### src/rtl/switch_conditioner.sv
// -----------------------------------------------------------------------------
// switch_conditioner
//
// Conditions four bouncy, asynchronous switch contacts (left lever, right
// lever, hazard button, brake pedal) into clean registered requests for the
// tail-light controller.
//
// Per channel: 2-flop synchronizer -> debouncer (debounced level plus a
// stability counter) -> output logic. A new level is accepted only after the
// synchronized input has differed from the debounced level for
// DEBOUNCE_CYCLES consecutive cycles. Latency from a clean raw step to the
// output is 2 + DEBOUNCE_CYCLES cycles.
//
// Optional feature macro: HAZARD_TOGGLE_EN
//   defined   : each debounced press of the hazard button toggles io_H
//   undefined : io_H follows the debounced hazard button level
//
// Parameters:
//   DEBOUNCE_CYCLES  stable cycles needed to accept a new level (2..2^24-1)
//
// Ports:
//   clock     in   system clock, rising edge
//   reset     in   synchronous active-low reset
//   io_swL    in   raw left-turn lever contact
//   io_swR    in   raw right-turn lever contact
//   io_swH    in   raw hazard pushbutton
//   io_swB    in   raw brake pedal contact
//   io_L      out  left-turn request (suppressed during a lever fault)
//   io_R      out  right-turn request (suppressed during a lever fault)
//   io_H      out  hazard request
//   io_B      out  brake request
//   io_fault  out  left and right levers both debounced high
// -----------------------------------------------------------------------------
module switch_conditioner #(
    parameter int unsigned DEBOUNCE_CYCLES = 1000000
) (
    input  logic clock,
    input  logic reset,
    input  logic io_swL,
    input  logic io_swR,
    input  logic io_swH,
    input  logic io_swB,
    output logic io_L,
    output logic io_R,
    output logic io_H,
    output logic io_B,
    output logic io_fault
);

    localparam int unsigned NCH   = 4;
    localparam int unsigned CNT_W = $clog2(DEBOUNCE_CYCLES + 1);

    // Count value on which the pending level is committed on the next edge.
    localparam logic [CNT_W-1:0] CNT_LAST = CNT_W'(DEBOUNCE_CYCLES - 1);

    // Channel positions inside the per-channel vectors.
    localparam int unsigned CH_L = 0;
    localparam int unsigned CH_R = 1;
    localparam int unsigned CH_H = 2;
    localparam int unsigned CH_B = 3;

    logic [NCH-1:0] raw;
    logic [NCH-1:0] sync1_q;
    logic [NCH-1:0] sync2_q;
    logic [NCH-1:0] db_q;
    logic [NCH-1:0] db_d;
    logic [CNT_W-1:0] cnt_q [NCH];
    logic [CNT_W-1:0] cnt_d [NCH];

    logic l_q, r_q, h_q, b_q, f_q;
    logic l_d, r_d, h_d, b_d, f_d;

    assign raw = {io_swB, io_swH, io_swR, io_swL};

    // -------------------------------------------------------------------------
    // Debounce next-state
    // -------------------------------------------------------------------------
    always_comb begin
        // NOTE: every combinational output gets a default before any branch;
        // a path that leaves one unassigned would infer a latch.
        db_d = db_q;
        for (int i = 0; i < NCH; i++) begin
            cnt_d[i] = '0;
            if (sync2_q[i] != db_q[i]) begin
                // Committing clears the counter, so it can never wrap.
                if (cnt_q[i] == CNT_LAST) begin
                    db_d[i] = sync2_q[i];
                end else begin
                    cnt_d[i] = cnt_q[i] + CNT_W'(1);
                end
            end
        end
    end

    // -------------------------------------------------------------------------
    // Output next-state, computed from the next debounced levels so the output
    // register adds no latency on top of the debouncer.
    // -------------------------------------------------------------------------
    assign l_d = db_d[CH_L] & ~db_d[CH_R];
    assign r_d = db_d[CH_R] & ~db_d[CH_L];
    assign f_d = db_d[CH_L] &  db_d[CH_R];
    assign b_d = db_d[CH_B];

`ifdef HAZARD_TOGGLE_EN
    // h_q is itself the hazard latch: flip on each debounced 0->1 of the button.
    assign h_d = h_q ^ (db_d[CH_H] & ~db_q[CH_H]);
`else
    assign h_d = db_d[CH_H];
`endif

    // -------------------------------------------------------------------------
    // State registers
    // -------------------------------------------------------------------------
    always_ff @(posedge clock) begin
        if (!reset) begin
            sync1_q <= '0;
            sync2_q <= '0;
            db_q    <= '0;
            // NOTE: the counter array is a handful of flops rather than a RAM,
            // so it is cleared with the rest of the state; this discards any
            // partial count when reset hits mid-debounce.
            for (int i = 0; i < NCH; i++) begin
                cnt_q[i] <= '0;
            end
            l_q <= 1'b0;
            r_q <= 1'b0;
            h_q <= 1'b0;
            b_q <= 1'b0;
            f_q <= 1'b0;
        end else begin
            // NOTE: non-blocking assignments so every flop samples the values
            // from before the edge; blocking here would collapse the
            // two-stage synchronizer into one stage.
            sync1_q <= raw;
            sync2_q <= sync1_q;
            db_q    <= db_d;
            for (int i = 0; i < NCH; i++) begin
                cnt_q[i] <= cnt_d[i];
            end
            l_q <= l_d;
            r_q <= r_d;
            h_q <= h_d;
            b_q <= b_d;
            f_q <= f_d;
        end
    end

    assign io_L     = l_q;
    assign io_R     = r_q;
    assign io_H     = h_q;
    assign io_B     = b_q;
    assign io_fault = f_q;

endmodule

### config.mk
export PLATFORM = sky130hd
export DESIGN_NAME = switch_conditioner
export DESIGN_NICKNAME = d
export VERILOG_FILES = /design/src/rtl/switch_conditioner.sv
export SDC_FILE = /design/constraint.sdc
export NUM_CORES = 1
export LEC_CHECK = 0
export ABC_AREA = 1
export CAP_MARGIN = 40
export CORE_ASPECT_RATIO = 0.7
export CORE_MARGIN = 2
export CORE_UTILIZATION = 35
export DETAILED_ROUTE_END_ITERATION = 7
export PLACE_DENSITY = 0.54
export SETUP_SLACK_MARGIN = 0.5
export SLEW_MARGIN = 20
export SYNTH_ARGS = -nofsm -noshare
export SYNTH_HDL_FRONTEND = slang
export SYNTH_SLANG_ARGS = --single-unit
### constraint.sdc
create_clock -name clock -period 1.6 [get_ports clock]
set_clock_uncertainty 0.05 [all_clocks]
set_input_delay 0.24 -clock clock [delete_from_list [all_inputs] [get_ports clock]]
set_output_delay 0.24 -clock clock [all_outputs]
set_load 0.02 [all_outputs]
Word level (Yosys, flattened, before mapping)
Memory sizes are Yosys's and may differ from the RTL's.
Index checks and enable logic that the tools add are counted.

word-level totals
  register bits after elaboration = 17
  bits in writable memories = 80
  input port bits = 6
  output and inout bits = 5
  word-level logic and storage cells = 52
  memories kept = 1

cells by class
  add/sub/neg operators = 4
  equal/unequal tests = 8
  multiplexer cells = 22
  bitwise gates (word level) = 9

memories
  name   depth  bits a word  read ports  clocked after Yosys merged registers in  write ports  RTL line  source
  cnt_q  4      20           4           0                                        4            67        logic [CNT_W-1:0] cnt_q [NCH];

operators by type and width
  kind                                                             number
  20-bit 2-to-1 mux                                                12
  20-bit by 1-bit adder with 20-bit output, second input constant  4
  20-bit == test, second input constant                            4
  1-bit 2-to-1 mux                                                 10
  1-bit inequality test                                            4
  1-bit OR                                                         4
  1-bit bitwise AND                                                3
  1-bit NOT                                                        2

Longest topological paths before layout
  word-level depth = 5
  depth in mapped cells = 9
  depth with buffers taken out = 9

Worst setup path before layout
No wires, ideal clock.

  path kind = register -> register
  start point = memory cnt_q[2][0] in the netlist's numbering
  end point = memory cnt_q[2][10] in the netlist's numbering
  setup time = 0.115 ns
  data arrival time = 1.329 ns
  data required time = 1.435 ns
  path slack = 0.106 ns
  stages on the path, launching flop included = 10
  buffers on the path = 1
  period minus slack after synthesis = 1.494 ns
  cells stage by stage = dfxtp_1 -> ha_1 -> nand3_2 -> nor2_4 -> inv_2 -> nor2_4 -> nand2_2 -> nand2_4 -> buf_8 -> nor2_2

RTL lines
  item                RTL line
  start: declaration  67

==> results.json <==
{
  "yosysUniqueCellTypes": 31,
  "worstPathRequired_ns": 1.78,
  "ys_async_sr_fraction_pct": 0,
  "end_kind": "flip-flop",
  "hold_start": "sync1_q[3]$_SDFF_PN0_",
  "reg2reg_depth": 8,
  "drc": 0,
  "via_per_inst": 4.72,
  "portBuffers": 10,
  "clock_sinks": 95,
  "grt_start_max_net_pins": 16,
  "period_minus_slack_ns": 1.48,
  "finalCritPeriodShare_pct": 92.8,
  "critPathBufInv": 2,
  "clock.fmax_mhz": 674,
  "drv_cap": 0,
  "netlist_area_sq_um": 4760,
  "r2r-end": "cnt_q[3][2]$_SDFF_PP0_",
  "die_y_microns": 102,
  "core_sq_um": 13200,
  "antenna_left": 0,
  "antenna-diode-count": 0,
  "vias": 4515,
  "wl_mm": 12.3,
  "worstPathCellList": "nor2_1 -> nand4_1 -> nor2_2 -> nand2_2 -> nand2_4 -> buf_6 -> clkbuf_16 -> nor2_2",
  "antenna_found_initial": 0,
  "yosys_warnings": 0,
  "synth_seq_area_share_pct": 39.9,
  "rows": 35,
  "slowest_stage": "dfxtp_1",
  "first_iter_violations": 316,
  "syn_inst": 684,
  "routabilityCongestion": 0.863,
  "p_per_area_nw_per_um2": 655,
  "rsz0062_at_grt": "true",
  "synth_edf_count": 0,
  "rr_startpoint": "cnt_q[3][15]$_SDFF_PP0_",
  "instances_no_fill": 956,
  "synthFlopType": "dfxtp_1",
  "start_kind": "flip-flop",
  "wl_per_cell_microns": 12.8,
  "first_global_vias": 4131,
  "total_power_w": 0.00457,
  "max_slew_margin_pct": 67.7,
  "synthTopCellsByCount": "nand2_1 (167), nor2_1 (155), dfxtp_1 (95)",
  "die-area_sq_um": 14600,
  "drv_slew": 0,
  "cp-startpoint": "cnt_q[3][15]$_SDFF_PP0_",
  "path_max_fanout": 5,
  "finalSetupViolCount": 0,
  "netlist.area_leader.share_pct": 39.9,
  "clkLatencyLatePin_ns": 0.34,
  "start_util_pct": 36.0,
  "htree_levels": 3,
  "hold_path.class": "flip-flop to flip-flop",
  "dpl.hpwl_mm": 7.46,
  "areaGrowthSynthToFinish_pct": 46.7,
  "critPathKind": "flip-flop to flip-flop",
  "worst-r2r-setup-slack_ns": 0.12,
  "finalHoldViolCount": 0,
  "path_clk_slew_ns": 0.07,
  "power.leakage_nw": 2.15,
  "dp_cells": 878,
  "cts-root-buf": "clkbuf_16",
  "drive_gt1_share_pct": 39.9,
  "track_usage_pct": 16.8,
  "pin_count": 11,
  "grt_overflow": 0,
  "cts_tree": "done",
  "cp_top_family": "simple AND/OR/NAND/NOR gates",
  "synth.most_common_cell": "nand2_1",
  "status": "finished, final reports clean",
  "ys_ff_latch": 95,
  "synthesis.nets": 694,
  "die_x_microns": 143,
  "synth.top_cells.by_area": "dfxtp_1 (40%), nand2_1 (13%), nor2_1 (12%)",
  "max_stage_delay_ns": 0.38,
  "cts_buffers": 9,
  "vdd_ir_drop_max_v": 0.000579,
  "cp.arrival_ns": 1.66,
  "final_nets": 776,
  "dr.pass1.iters": 5,
  "cts_buffer_depth": 2,
  "grt_pass1_wl_mm": 19.6,
  "tightest_slew_ns": 0.483,
  "cp.depth": 8,
  "syn_area_per_cell_sq_um": 6.96,
  "endpoint": "cnt_q[3][2]$_SDFF_PP0_",
  "synth_top_area_cell": "dfxtp_1",
  "cpMostUsedCell": "nor2_2",
  "cts_hold_buf": 0
}
[cells by family (layout without fill, tap and decap cells)]
logic type	count (synthesis)	in the layout	synth area share, %
flip-flops	95	95	39.9
AND/OR/NAND/NOR	429	435	40.0
adder cells (fa/ha/maj)	4	4	1.05
AO/OA/AOI/OAI	42	42	5.17
XOR/XNOR	37	37	6.80
buffers and inverters	77	158	7.09
[metrics by stage]
| stage | setup slack (ns) | hold WS, ns | utilization [%] | cell area, sq um | TNS (ns) |
|---|---|---|---|---|---|
| 3_5_place_dp | -0.0610 | 0.350 | 39.7 | 5260 | -0.0610 |
| 5_1_grt | 0.0250 | 0.392 | 52.8 | 6990 | 0 |
| 3_3_place_gp | 0.0243 | 0.347 | 39.7 | 5260 | 0 |
| 2_1_floorplan | 0.214 | 0.288 | - | 4930 | 0 |
| 4_1_cts | 0.112 | 0.368 | 47.4 | 6260 | 0 |
| 6_report | 0.116 | 0.364 | 52.8 | 6990 | 0 |
[worst reg2reg max path: stages, from the launching register on]
cell and delay [ns]:
dfxtp_1 0.38, nor2_1 0.17, nand4_1 0.12, nor2_2 0.18
nand2_2 0.09, nand2_4 0.09, buf_6 0.12, clkbuf_16 0.14
nor2_2 0.03
[sequential cells by signal, indices dropped and copies added, names as in the netlist]
name	count
cnt_q	80
db_q	4
io_L	1
io_R	1
io_fault	1
sync1_q	4
sync2_q	4
[placed cells by master, fill, tap and decap left out, types with 10 or more instances in the layout]
master,n
xor2_1,14
inv_1,58
buf_6,16
dfxtp_1,56
nand3_4,10
dfxtp_4,13
nand2_2,12
nor2_4,33
nand2_1,148
nand3_1,27
nor2_2,41
clkbuf_16,11
nand4_1,17
buf_4,39
a21oi_2,27
xnor2_1,17
nor2_1,94
dfxtp_2,26
[per-layer routing]
| metal | wire (microns) | up-vias | part of all wire [%] | global-route usage (%) |
|---|---|---|---|---|
| met5 | 0 | - | 0 | 0 |
| met4 | 168 | 0 | 1.4 | 4.22 |
| met3 | 508 | 21 | 4.1 | 3.31 |
| met2 | 5570 | 94 | 45 | 25.7 |
| met1 | 6020 | 2073 | 49 | 24.3 |
| li1 | - | 2327 | - | - |
[cell type report]
class / count / area (sq um)
Timing Repair Buffer: 73 / 823
Sequential cell: 95 / 1980
Inverter: 69 / 264
Fill cell: 1224 / 6240
Tap cell: 185 / 231
Clock inverter: 4 / 28.8
Multi-Input combinational cell: 518 / 3400
Clock buffer: 12 / 256
[worst min path at each step]
stage	end	slack (ns)	cells after the start
6_report	sync2_q[3]$_SDFF_PN0_	0.36	2
5_1_grt	sync2_q[3]$_SDFF_PN0_	0.39	2
4_1_cts	sync2_q[3]$_SDFF_PN0_	0.37	2
3_5_place_dp	sync2_q[3]$_SDFF_PN0_	0.35	2
3_3_place_gp	sync2_q[3]$_SDFF_PN0_	0.35	2
2_1_floorplan	sync1_q[0]$_SDFF_PN0_	0.29	2
[power by group]
| group | internal, W | leakage [nW] | switching [W] |
|---|---|---|---|
| Clock | 0.00114 | 0.135 | 0.000912 |
| Sequential | 0.00235 | 0.791 | 0.00000787 |
| Combinational | 0.0000794 | 1.22 | 0.0000781 |
[what timing repair did]
action | CTS | global route
buffers inserted | 30 | 20
gates resized for setup | 107 | 148
gates cloned | 9 | 3
endpoints found under the setup margin | 92 | 92
pin swaps | 18 | 41
endpoints found under the hold margin | 0 | 0
Note: power is estimated with default switching activity, not from simulation.
